--- config.mk ---
export PLATFORM = sky130hd
export DESIGN_NAME = pc_ras_gen
export DESIGN_NICKNAME = d
export VERILOG_FILES = /design/src/rtl/pc_ras_gen.sv
export SDC_FILE = /design/constraint.sdc
export NUM_CORES = 1
export LEC_CHECK = 0
export ABC_AREA = 1
export BUFFER_PORTS_ARGS = -buffer_cell sky130_fd_sc_hd__buf_4
export CAP_MARGIN = 30
export CORE_ASPECT_RATIO = 2
export CORE_MARGIN = 4
export CORE_UTILIZATION = 55
export DETAILED_ROUTE_END_ITERATION = 7
export GPL_TIMING_DRIVEN = 0
export PLACE_DENSITY = 0.74
export SLEW_MARGIN = 40
export SYNTH_ARGS = -nofsm -noshare
export SYNTH_HDL_FRONTEND = slang
export SYNTH_SLANG_ARGS = --single-unit
--- constraint.sdc ---
create_clock -name clk_i -period 7 [get_ports clk_i]
set_input_delay 0.35 -clock clk_i [delete_from_list [all_inputs] [get_ports clk_i]]
set_output_delay 0.35 -clock clk_i [all_outputs]
set_load 0.01 [all_outputs]
--- src/rtl/pc_ras_gen.sv ---
// rtl/pc_ras_gen.sv - fetch-stage next-PC generator with pending redirect buffer and return-address stack
module pc_ras_gen #(
   parameter int                XLEN       = 32,
   parameter logic [XLEN-1:0]   RESET_PC   = 32'h0000_0000,
   parameter int                INST_BYTES = 4,
   parameter int                RAS_DEPTH  = 4
) (
   input  logic            clk_i,
   input  logic            rst_i,
   input  logic            keep_i,
   input  logic            trap_i,
   input  logic [XLEN-1:0] trap_pc_i,
   input  logic            back_i,
   input  logic [XLEN-1:0] npc_i,
   input  logic            call_i,
   input  logic [XLEN-1:0] ret_addr_i,
   input  logic            ret_i,
   output logic [XLEN-1:0] pc_o,
   output logic [XLEN-1:0] pc4_o,
   output logic            valid_o,
   output logic            redirect_o,
   output logic            ras_empty_o,
   output logic            ras_full_o
);

   localparam int PW = $clog2(RAS_DEPTH);
   localparam int CW = PW + 1;

   typedef enum logic [1:0] {P_NONE, P_TRAP, P_BACK} pend_e;

   logic [XLEN-1:0] pc_q;
   logic            valid_q, redirect_q;
   pend_e           pend_q;
   logic [XLEN-1:0] pend_pc_q;
   logic [XLEN-1:0] ras_mem [RAS_DEPTH];
   logic [PW-1:0]   ptr_q, top_idx;
   logic [CW-1:0]   cnt_q;

   logic [XLEN-1:0] next_pc, top_val;
   logic            redir_n, trap_taken, flow_taken;
   logic            do_push, do_pop, do_replace, ras_nonempty;

   assign top_idx      = ptr_q - 1'b1;
   assign top_val      = ras_mem[top_idx];
   assign ras_nonempty = (cnt_q != '0);

   always_comb begin
      next_pc    = pc_q + XLEN'(INST_BYTES);
      redir_n    = 1'b0;
      trap_taken = 1'b0;
      flow_taken = 1'b0;
      do_push    = 1'b0;
      do_pop     = 1'b0;
      do_replace = 1'b0;
      if (pend_q == P_TRAP) begin
         next_pc    = pend_pc_q;
         trap_taken = 1'b1;
      end else if (trap_i) begin
         next_pc    = trap_pc_i;
         trap_taken = 1'b1;
      end else if (pend_q == P_BACK) begin
         next_pc    = pend_pc_q;
         flow_taken = 1'b1;
      end else if (back_i) begin
         next_pc    = npc_i;
         flow_taken = 1'b1;
      end else if (call_i && ret_i) begin
         // Call-and-return in one instruction swaps the top entry rather than pop+push.
         if (ras_nonempty) begin
            next_pc    = top_val;
            redir_n    = 1'b1;
            do_replace = 1'b1;
         end else begin
            do_push = 1'b1;
         end
      end else if (call_i) begin
         do_push = 1'b1;
      end else if (ret_i && ras_nonempty) begin
         next_pc = top_val;
         redir_n = 1'b1;
         do_pop  = 1'b1;
      end
      if (trap_taken || flow_taken) redir_n = 1'b1;
   end

   always_ff @(posedge clk_i) begin
      if (rst_i) begin
         pc_q       <= RESET_PC - XLEN'(INST_BYTES);
         valid_q    <= 1'b0;
         redirect_q <= 1'b0;
         pend_q     <= P_NONE;
         pend_pc_q  <= '0;
         ptr_q      <= '0;
         cnt_q      <= '0;
      end else if (keep_i) begin
         redirect_q <= 1'b0;
         if (trap_i) begin
            pend_q    <= P_TRAP;
            pend_pc_q <= trap_pc_i;
         end else if (back_i && pend_q != P_TRAP) begin
            pend_q    <= P_BACK;
            pend_pc_q <= npc_i;
         end
      end else begin
         pc_q       <= next_pc;
         valid_q    <= 1'b1;
         redirect_q <= redir_n;
         // Any advance consumes or supersedes whatever was pending.
         pend_q     <= P_NONE;
         if (trap_taken) begin
            ptr_q <= '0;
            cnt_q <= '0;
         end else if (do_push) begin
            ptr_q <= ptr_q + 1'b1;
            if (cnt_q != CW'(RAS_DEPTH)) cnt_q <= cnt_q + 1'b1;
         end else if (do_pop) begin
            ptr_q <= top_idx;
            cnt_q <= cnt_q - 1'b1;
         end
      end
   end

   always_ff @(posedge clk_i) begin
      if (!rst_i && !keep_i) begin
         if (do_push)         ras_mem[ptr_q]   <= ret_addr_i;
         else if (do_replace) ras_mem[top_idx] <= ret_addr_i;
      end
   end

   assign pc_o        = pc_q;
   assign pc4_o       = pc_q + XLEN'(INST_BYTES);
   assign valid_o     = valid_q;
   assign redirect_o  = redirect_q;
   assign ras_empty_o = (cnt_q == '0);
   assign ras_full_o  = (cnt_q == CW'(RAS_DEPTH));

endmodule

### Word level (Yosys, flattened, before mapping)

Memory sizes are Yosys's and may differ from the RTL's.
Cells that the tools add are included.

| storage, ports and cells | value |
|---|---|
| register bits | 73 |
| RAM bits | 128 |
| bits of input ports | 103 |
| memories kept | 1 |

Memories:

| name | depth | bits a word | rd ports | clocked after memory_dff | wr ports | RTL line | source |
|---|---|---|---|---|---|---|---|
| ras_mem | 4 | 32 | 1 | 0 | 1 | 35 | `logic [XLEN-1:0] ras_mem [RAS_DEPTH];` |

| cells by class | value |
|---|---|
| add/subtract/negate cells | 5 |
| equal/unequal tests | 6 |
| multiplexer cells | 61 |
| bitwise operators | 1 |
| reductions and logical operators | 18 |

Operator list:

| operator | count |
|---|---|
| $mux W32 | 11 |
| $mux W1 | 42 |
| $add A32 B3 Y32 const B | 1 |
| $reduce_or A32 Y1 | 1 |
| $mux W3 | 4 |
| $mux W2 | 4 |
| $reduce_bool A3 Y1 | 2 |
| $logic_and A1 B1 Y1 | 4 |
| $reduce_and A2 Y1 | 2 |
| $reduce_or A2 Y1 | 2 |
| $add A3 B1 Y3 const B | 1 |
| $eq A3 B3 Y1 const B | 1 |
| $logic_not A3 Y1 | 1 |
| $ne A3 B2 Y1 const B | 1 |
| $ne A3 B3 Y1 const B | 1 |
| $reduce_and A3 Y1 | 1 |
| $reduce_or A3 Y1 | 1 |
| $sub A3 B1 Y3 const B | 1 |
| $add A2 B1 Y2 const B | 1 |
| $eq A2 B1 Y1 const B | 1 |
| $eq A2 B2 Y1 const B | 1 |
| $logic_not A1 Y1 | 2 |
| $ne A2 B1 Y1 const B | 1 |
| $reduce_bool A2 Y1 | 1 |
| 3 further kinds | 3 |

### Longest topological paths before layout

Gate-level depths: netlist of run 1.

| logic depth | value |
|---|---|
| depth after elaboration | 13 |
| mapped depth | 14 |
| gate-level depth less buffers | 13 |

### Least setup slack after synthesis of run 1

No wires, ideal clock.

| path | value |
|---|---|
| path kind | flip-flop to flip-flop |
| start | reg pend_q[0] |
| end | mem ras_mem[1][0], enable pin |
| library setup time | 0.421 ns |
| arrival | 2.780 ns |
| data required time | 6.579 ns |
| setup slack | 3.799 ns |
| stages on the path, launching flop included | 11 |
| buffers on the path | 1 |
| period minus slack after synthesis | 3.201 ns |
| path through | dfxtp_1 > inv_1 > ha_1 > buf_2 > nor2_2 > nand2_1 > inv_2 > nand4_1 > xor2_1 > nand2b_1 > nor2_1 |

| on the way | value |
|---|---|
| cells in the longest elaborated chain, start to end | 10 |
| elaborated cells on any way between the ends | 18 |

RTL lines:

| what | RTL line | source |
|---|---|---|
| start, declared | 33 | `pend_e pend_q;` |
| start signal, assigned | 91 | `pend_q <= P_NONE;` |
| start signal, assigned | 98 | `pend_q <= P_TRAP;` |
| start signal, assigned | 101 | `pend_q <= P_BACK;` |
| $eq A2 B2 Y1 | 61 | `end else if (pend_q == P_BACK) begin` |
| $mux W1 | 61 |  |
| $mux W1 | 58 | `end else if (trap_i) begin` |
| $mux W1 | 55 | `if (pend_q == P_TRAP) begin` |
| $mux W1 | 126 | `else if (do_replace) ras_mem[top_idx] <= ret_addr_i;` |
| $mux W1 | 125 | `if (do_push) ras_mem[ptr_q] <= ret_addr_i;` |
| $mux W1 | 124 | `if (!rst_i && !keep_i) begin` |
| $mux W1 (not written as such) | 126 |  |
| $reduce_or A32 Y1 (no source line) | - |  |
| $mux W2 (no source line) / $mux W1 (equally long branches) | - |  |
| end, declared | 35 |  |

Parallel ways exist; a longest one is shown, timed or not.

### Worst setup path after layout of run 1

| path | value |
|---|---|
| start | reg pend_q[0] |
| end | mem ras_mem[3][18], enable pin |

Same word-level chain as after synthesis.

==> results of run 1 <==
[layout make-up]
type	instances	share of cell area, %
Buffer	64	2.45
Clock buffer	20	3.95
Sequential cell	201	42.8
Multi-Input combinational cell	906	33.6
Timing Repair Buffer	176	11.5
Tap cell	213	2.15
Clock inverter	12	1.38
Inverter	70	2.12
[state kept, by name (all words and copies together), names as in the netlist]
signal,count
valid_o,1
ptr_q,2
ras_mem,128
pc_o,32
cnt_q,3
pend_q,2
redirect_o,1
pend_pc_q,32
[kinds of logic (layout without fill, tap and decap cells)]
logic type	count (synthesis)	count (layout)	share of synthesized area, %
xor gates and xnor gates	11	11	0.962
DFF	201	201	53.0
AOI/OAI and AO/OA	188	188	10.8
buffers and inverters	134	342	5.65
adders and majority gates	4	4	0.575
and+or+nand+nor	703	703	29.0
[worst paths after layout]
check | end | slack (ns) | cells after the start
worst max-delay path | ras_mem[3][18] | 4.14 | 11
worst min-delay path | ras_mem[2][28] | 0.06 | 1
worst max register to register | ras_mem[3][18] | 4.14 | 11
worst min register to register | valid_o | 0.46 | 2
[report_power, final]
part	internal, W	leakage [nW]	switching (W)	total, W
clock network	0.000657	0.322	0.000432	0.00109
logic	0.000217	3.25	0.000357	0.000574
registers	0.00130	1.76	0.0000474	0.00134
total	0.00217	5.33	0.000837	0.00301
[Yosys cell counts (2+ instances only)]
cell type	n
inv_2	12
o21ai_1	2
a21oi_1	61
nand3_1	48
nand4_1	33
nand2_2	4
a31oi_1	36
dfxtp_1	73
and2_1	2
edfxtp_1	128
xnor2_1	6
a22oi_1	4
inv_1	55
buf_1	5
o21ai_0	52
a211oi_1	23
nand3_2	3
nor2_2	13
clkinv_1	3
xor2_1	5
nor3_1	3
buf_2	26
or2_2	2
o211ai_1	9
buf_6	2
nand2_1	394
buf_4	4
nand3b_1	4
nor2_1	193
ha_1	3
clkbuf_1	27
[stage by stage]
stage,setup slack (ns),utilization (%)
after floorplan,3.80,-
after global placement,2.45,64.6
after detailed placement,4.17,65.7
after CTS,4.14,69.4
after global routing,3.90,69.4
final,4.14,69.4
[critical path, cell delays in order (launching register included)]
cell and delay (ns):
dfxtp_1 0.36, inv_1 0.06, ha_1 0.18, buf_2 0.20, nor2_2 0.13, nand2_1 0.09, inv_2 0.08, nand4_1 0.17
o21ai_1 0.44, inv_1 0.21, nor2_4 0.42, buf_16 0.21
[metal layers]
layer | up-vias | wire length [um]
met2 | 492 | 17600
met5 | - | 0
met3 | 172 | 2490
li1 | 4543 | -
met1 | 4345 | 10900
met4 | 0 | 3050
==> results.json, run 1 <==
{
  "status": "completed",
  "grt_overflow": 0,
  "fillers": 1509,
  "synthCells": 1241,
  "fin_nets": 1544,
  "antenna_cells": 0,
  "cp-end-kind": "flip-flop",
  "layout_common_cells": "394 x nand2_1, 189 x nor2_1, 172 x buf_4, 128 x edfxtp_1, 73 x dfxtp_1",
  "grt_usage_pct": 32.9,
  "crit_path_start_kind": "flip-flop",
  "first_iter_violations": 513,
  "synth_top_area_share_pct": 38.4,
  "fmax_mhz": 349,
  "final_layout_size_suffix_gt1_share_pct": 19.4,
  "multi_input_area_sq_um": 4170,
  "drcViolationCount": 0,
  "placementRows": 69,
  "syn_area_per_cell_sq_um": 8.07,
  "seq_area_sq_um": 5310,
  "worstHoldStart": "ret_addr_i[28]",
  "crit_type": "reg2reg",
  "cts_buffers": 18,
  "synth_top_cell_by_area": "edfxtp_1",
  "start_util_pct": 56.0,
  "coreArea_sq_um": 17900,
  "met2_usage_pct": 58.0,
  "path_max_fanout": 14,
  "grt_pass1_vias": 9261,
  "ant_nets": 0,
  "dieHeight_um": 199,
  "p_leak_nw": 5.33,
  "routed_wl_um": 34000,
  "io_buffers": 168,
  "drv_slew": 0,
  "gr-usage-met1_pct": 33.3,
  "async_flop_share_pct": 0,
  "max-clock-path-buffers": 3,
  "totalPowerFinal_w": 0.00301,
  "pwr_density_cell_nw_per_um2": 242,
  "arrival_ns": 3.06,
  "ys_seq_area_share_pct": 53.0,
  "final_area_sq_um": 12400,
  "routedWlPerCell_um": 20.5,
  "grt_max_degree": 19,
  "num_vias": 9552,
  "postCtsSetupBuffers": 0,
  "r2r-start": "pend_q[0]",
  "cap_violations": 0,
  "cts_hold_repair.buffers": 0,
  "grt.busiest_layer": "met2",
  "gp_congestion": 1.12,
  "root_buffer": "clkbuf_16",
  "dp_cells": 1630,
  "synth-edff-count": 128,
  "die_x_um": 103,
  "critPathLaunch": "pend_q[0]",
  "ir_worst_vdd_mv": 0.301,
  "vias_per_cell": 5.75,
  "tritoncts": "done",
  "fin_crit_ns": 2.86,
  "synth_seq_cells": 201,
  "die-area_sq_um": 20600,
  "synthFlopType": "edfxtp_1",
  "synth_warnings": 0,
  "tightestPinTransition_ns": 0.839,
  "synthTopCellsByArea": "edfxtp_1 38%, nand2_1 15%, dfxtp_1 15%, nor2_1 7.2%, a21oi_1 3.1%",
  "setup_tns_ns": 0,
  "grt_antenna_before_repair": 0,
  "clk_pin_slew_ns": 0.07,
  "synth_area_sq_um": 10000,
  "synth.distinct_cells": 37,
  "cts_resized": 0,
  "syn_to_final_growth_pct": 23.9,
  "finalCritPeriodShare_pct": 40.9,
  "clock_latency_ns": 0.49,
  "first_pass_iters": 7,
  "worstPathRequired_ns": 7.20,
  "syn_nets": 1348,
  "final-setup-viol-count": 0,
  "grt_pass1_wl_um": 50000,
  "holdWs_ns": 0.0588,
  "placed_area_sq_um": 11700,
  "hold_class": "in2reg",
  "skew_ns": 0.0129,
  "rsz0062_at_grt": "false",
  "io-pin-count": 171,
  "cts_sinks": 201,
  "finalHoldViolCount": 0,
  "htree_num_levels": 1,
  "fin_cells": 1662,
  "slew_headroom_pct": 44.1,
  "hpwlAfterDp_um": 26600,
  "groute.layer.met3.usage_pct": 5.30,
  "final_common_cell": "nand2_1"
}
Note: power is estimated with default switching activity, not from simulation.
==> run 2, diff against run 1 <==
==> constraint.sdc (replaced) <==
create_clock -name clk_i -period 2.64 [get_ports clk_i]
set_input_delay 0.132 -clock clk_i [delete_from_list [all_inputs] [get_ports clk_i]]
set_output_delay 0.132 -clock clk_i [all_outputs]
set_load 0.01 [all_outputs]
==> run 2 against run 1 <==
  * Combinational power rose to 3.0 times the previous value
  * Critical path depth down 1
  * Sequential power rose to 2.6 times the previous value
  * Via count grew 5.2%
  * Highest routed layer unchanged
  * Worst hold slack got worse by 0.036 ns
  * Largest power group unchanged
  * Register-to-register slack worse by 4.1 ns
  * Cell count rose by 6.3%
  * Clock-buffer cell count stayed put
  * Global-route usage is 1.1 points higher
  * Power rose to 2.7 times the previous value
==> results.json, run 2 (synthesis results as in run 1) <==
{
  "skew_ns": 0.0224,
  "io-pin-count": 171,
  "fin_crit_ns": 2.60,
  "crit_top_cell": "clkbuf_4",
  "root_buffer": "clkbuf_16",
  "start_util_pct": 56.0,
  "first_iter_violations": 651,
  "cp_top_family": "buffers and inverters",
  "placed_area_sq_um": 11700,
  "grt_max_degree": 18,
  "path_cells": "inv_1 > ha_1 > buf_2 > nor2_1 > inv_2 > a21oi_2 > clkbuf_4 > clkbuf_4 > a31oi_1 > dlygate4sd3_1",
  "vias_per_cell": 5.69,
  "pwr_density_cell_nw_per_um2": 597,
  "clk_pin_slew_ns": 0.08,
  "largest_reg_flops": 128,
  "slowest_stage": "dlygate4sd3_1",
  "dieHeight_um": 199,
  "tritoncts": "done",
  "crit_path_start_kind": "flip-flop",
  "netSwitchingFraction_pct": 28.4,
  "fmax_mhz": 385,
  "ir_worst_vdd_mv": 0.605,
  "placementRows": 69,
  "top_register": "ras_mem",
  "slew_headroom_pct": 51.1,
  "final_common_cell": "nand2_1",
  "fin_nets": 1649,
  "drcViolationCount": 0,
  "grt_pass1_wl_um": 52300,
  "die-area_sq_um": 20600,
  "intPower_w": 0.00573,
  "pwr-share-comb_pct": 21.2,
  "num_vias": 10051,
  "cp.buffers_inverters": 6,
  "antenna_cells": 0,
  "final-setup-viol-count": 0,
  "final_util_pct": 75.1,
  "grt_overflow": 0,
  "path_max_fanout": 10,
  "gp_congestion": 0.963,
  "hpwlAfterDp_um": 25600,
  "first_pass_iters": 8,
  "tightestPinTransition_ns": 0.734,
  "p_seq_share_pct": 44.3,
  "grt_pass1_vias": 9841,
  "syn_to_final_growth_pct": 34.0,
  "clock_latency_ns": 0.50,
  "final_area_sq_um": 13400,
  "worstPathRequired_ns": 3.01,
  "routed_wl_um": 35600,
  "dp_slack_ns": -0.388,
  "die_x_um": 103,
  "holdWs_ns": 0.0226,
  "crit_type": "reg2reg",
  "max-clock-path-buffers": 3,
  "finalHoldViolCount": 0,
  "layout_common_cells": "394 x nand2_1, 188 x nor2_1, 183 x buf_4, 128 x edfxtp_1, 95 x dlygate4sd3_1",
  "hold_class": "in2reg",
  "finalCritPeriodShare_pct": 98.3,
  "cap_violations": 0,
  "htree_num_levels": 1,
  "cp-end-kind": "flip-flop",
  "cts_buffers": 18,
  "status": "completed",
  "routedWlPerCell_um": 20.2,
  "cts_sinks": 201,
  "p_clk_share_pct": 34.5,
  "power.switching_w": 0.00228,
  "drv_slew": 0,
  "r2r_setup_slack_ns": 0.04,
  "grt_usage_pct": 34.0,
  "ant_nets": 0,
  "grt_antenna_before_repair": 0,
  "coreArea_sq_um": 17900,
  "final_layout_size_suffix_gt1_share_pct": 18.9,
  "fillers": 1341,
  "io_buffers": 168,
  "p_leak_nw": 5.79,
  "fin_ws_ns": 0.0441,
  "arrival_ns": 2.97,
  "crit_path_max_incr_delay_ns": 0.58
}
-- run 2: metal layers --
layer	vias up	GRT usage [%]	share of wire (%)
li1	4760	-	-
met1	4574	35.3	33
met2	556	58.0	51
met3	161	5.72	6.9
met4	0	27.6	9.0
met5	-	0	0
-- run 2: timing repair --
item	4_1_cts	5_1_grt
hold buffers	95	0
cloned	0	1
endpoints found under the setup margin	60	131
pin swaps	1	5
gates resized for setup	2	14
endpoints found under the hold margin	166	0
buffers inserted	3	7
-- run 2: path summary, 6_finish.rpt --
kind              endpoint         start  cells past startpoint
max          pend_pc_q[29]     pend_q[1]                     10
min                pc_o[9]  trap_pc_i[9]                      3
max reg2reg  pend_pc_q[29]     pend_q[1]                     10
min reg2reg        valid_o       valid_o                      2
-- run 2: cell type report --
type | instances | area, sq um | area share [%]
Timing Repair Buffer | 281 | 2440 | 18.2
Inverter | 70 | 267 | 1.99
Tap cell | 213 | 267 | 1.99
Buffer | 64 | 313 | 2.33
Clock inverter | 12 | 143 | 1.06
Multi-Input combinational cell | 906 | 4200 | 31.3
Sequential cell | 201 | 5310 | 39.6
Clock buffer | 20 | 479 | 3.57
-- run 2: per-stage QoR --
| step | setup TNS, ns | std cells | power, W |
|---|---|---|---|
| after detailed placement | -12.62 | 1629 | 0.00513 |
| after CTS | 0 | 1759 | 0.00797 |
| after global routing | -0.649 | 1767 | 0.00828 |
| final | 0 | 1767 | 0.00801 |
| after global placement | -107.53 | 1622 | 0.00511 |
| after floorplan | -7.76 | 1241 | 0.00443 |
-- run 2: power groups by stage --
stage / registers [W] / logic [W] / clock network, W
2_1_floorplan: 0.00361 / 0.000820 / 0
3_3_place_gp: 0.00361 / 0.00150 / 0
3_5_place_dp: 0.00362 / 0.00151 / 0
4_1_cts: 0.00355 / 0.00165 / 0.00278
5_1_grt: 0.00356 / 0.00183 / 0.00289
6_report: 0.00355 / 0.00170 / 0.00276
-- run 2: worst reg2reg max path: stages (launching register included) --
cell and delay (ns):
dfxtp_1 0.34, inv_1 0.06, ha_1 0.17, buf_2 0.16
nor2_1 0.13, inv_2 0.07, a21oi_2 0.28, clkbuf_4 0.28
clkbuf_4 0.27, a31oi_1 0.12, dlygate4sd3_1 0.58
==> run 3, diff against run 2 <==
--- a/config.mk
+++ b/config.mk
@@ -13,6 +13,7 @@
 export CORE_UTILIZATION = 55
 export DETAILED_ROUTE_END_ITERATION = 7
 export GPL_TIMING_DRIVEN = 0
+export MAX_ROUTING_LAYER = met4
 export PLACE_DENSITY = 0.74
 export SLEW_MARGIN = 40
 export SYNTH_ARGS = -nofsm -noshare
==> run 3 against run 2 <==
  * Sequential cell count did not move
  * Power fell by 1.3%
  * Die area did not move
  * Sequential share of layout area rose by 0.19 points
  * Highest routed layer unchanged
==> results.json, run 3 (synthesis results as in run 1) <==
{
  "p_clk_share_pct": 33.5,
  "final_util_pct": 74.7,
  "worstHoldStart": "trap_pc_i[11]",
  "r2r_setup_slack_ns": 0.06,
  "top_register": "ras_mem",
  "ant_nets": 0,
  "io-pin-count": 171,
  "routedWlPerCell_um": 20.7,
  "dp_cells": 1628,
  "grt_pass1_vias": 9995,
  "path_max_fanout": 17,
  "layout_common_cells": "393 x nand2_1, 188 x nor2_1, 181 x buf_4, 128 x edfxtp_1, 93 x dlygate4sd3_1",
  "placementRows": 69,
  "finalCritPeriodShare_pct": 99.4,
  "gp_congestion": 0.991,
  "grt_max_degree": 18,
  "cts_sinks": 201,
  "drcViolationCount": 0,
  "first_iter_violations": 702,
  "first_pass_iters": 6,
  "dieHeight_um": 199,
  "die-area_sq_um": 20600,
  "worstHoldPathCells": 3,
  "grt_pass1_wl_um": 54100,
  "htree_num_levels": 1,
  "r2r-start": "pend_q[0]",
  "grt_usage_pct": 36.3,
  "coreArea_sq_um": 17900,
  "final-setup-viol-count": 0,
  "drv_slew": 0,
  "clock_latency_ns": 0.49,
  "cp-end-kind": "flip-flop",
  "root_buffer": "clkbuf_16",
  "final_common_cell": "nand2_1",
  "max-clock-path-buffers": 3,
  "slew_headroom_pct": 46.8,
  "routed_wl_um": 36400,
  "reg2regPathDepth": 11,
  "crit_path_max_incr_delay_ns": 0.53,
  "skew_ns": 0.0158,
  "path_cells": "dlygate4sd3_1 > buf_4 > nor2_2 > clkinvlp_4 > nor3_1 > nand2_1 > nor2_4 > buf_16",
  "p_leak_nw": 5.76,
  "tritoncts": "done",
  "hpwlAfterDp_um": 25800,
  "hold_class": "in2reg",
  "grt_overflow": 0,
  "fin_nets": 1645,
  "cts_buffers": 18,
  "status": "completed",
  "final_layout_size_suffix_gt1_share_pct": 19.0,
  "num_vias": 10131,
  "syn_to_final_growth_pct": 33.3,
  "totalPowerFinal_w": 0.00790,
  "intPower_w": 0.00558,
  "arrival_ns": 2.82,
  "reg2reg_to": "ras_mem[1][4]",
  "clk_pin_slew_ns": 0.07,
  "fin_cells": 1763,
  "vias_per_cell": 5.75,
  "crit_type": "in2reg",
  "holdPathEnd": "pc_o[11]",
  "crit_path_start_kind": "primary input",
  "tightestPinTransition_ns": 0.798,
  "fmax_mhz": 381,
  "largest_reg_flops": 128,
  "io_buffers": 168,
  "finalHoldViolCount": 0,
  "start_util_pct": 56.0,
  "die_x_um": 103,
  "fin_crit_ns": 2.63,
  "antenna_cells": 0,
  "ir_worst_vdd_mv": 0.738,
  "pwr_density_cell_nw_per_um2": 592,
  "grt_antenna_before_repair": 0,
  "worstPathRequired_ns": 2.83,
  "power.switching_w": 0.00233,
  "p_seq_share_pct": 44.9,
  "pwr-share-comb_pct": 21.5,
  "slowest_stage": "dlygate4sd3_1",
  "cap_violations": 0,
  "fillers": 1382,
  "netSwitchingFraction_pct": 29.5
}
run 3: worst max-delay path: cells and delay by family:
family,cells,cell delay (ns)
AND/OR/NAND/NOR,4,1.36
buffers and inverters,4,1.30
run 3: power by group through the flow:
stage | Sequential, W | Combinational, W | Clock [W]
finish | 0.00355 | 0.00170 | 0.00265
global placement | 0.00361 | 0.00150 | 0
CTS | 0.00355 | 0.00165 | 0.00264
global route | 0.00356 | 0.00185 | 0.00277
detailed placement | 0.00362 | 0.00152 | 0
floorplan | 0.00361 | 0.000820 | 0
run 3: routing by layer:
metal  wire length, um  global-route usage, %  share of wire [%]
met3              2540                   5.34                7.0
met2             18800                   61.0                 52
met5                 0                      -                  0
met4              3050                   26.1                8.4
met1             12000                   37.4                 33
run 3: how the worst max path moves through the flow:
stage / depth (start not counted) / start / endpoint
final: 8 / rst_i / ras_mem[2][18]
after global routing: 11 / pend_q[0] / ras_mem[1][3]
after CTS: 11 / pend_q[0] / ras_mem[3][29]
after detailed placement: 11 / pend_q[0] / ras_mem[2][24]
after global placement: 10 / pend_q[0] / ras_mem[3][24]
after floorplan: 10 / pend_q[0] / ras_mem[3][0]
run 3: what timing repair did:
item | in CTS | in global routing
gates resized for setup | 1 | 10
hold buffers | 93 | 0
buffers inserted | 5 | 5
setup endpoints to repair | 77 | 109
endpoints found under the hold margin | 165 | 0
pin swaps | 2 | 3
run 3: area by class of cell:
type / count / area [sq um] / share of cell area [%]
well taps: 213 / 267 / 2.00
multi-input cells: 906 / 4200 / 31.4
clock inverters: 11 / 98.8 / 0.741
clock buffers: 21 / 493 / 3.69
repair buffers: 277 / 2410 / 18.1
plain buffers: 64 / 308 / 2.31
inverters: 70 / 267 / 2.00
flip-flops and latches: 201 / 5310 / 39.7
run 3: metrics by stage:
stage | setup TNS, ns | instance area (sq um) | worst slack (ns) | hold slack, ns
floorplan | -7.76 | 10000 | -0.0948 | 0.201
global placement | -105.48 | 11500 | -0.871 | 0.332
detailed placement | -15.54 | 11700 | -0.393 | 0.333
CTS | 0 | 13300 | 0.00704 | 0.00341
global route | -1.55 | 13300 | -0.0314 | 0.0125
finish | 0 | 13300 | 0.0146 | 0.00991
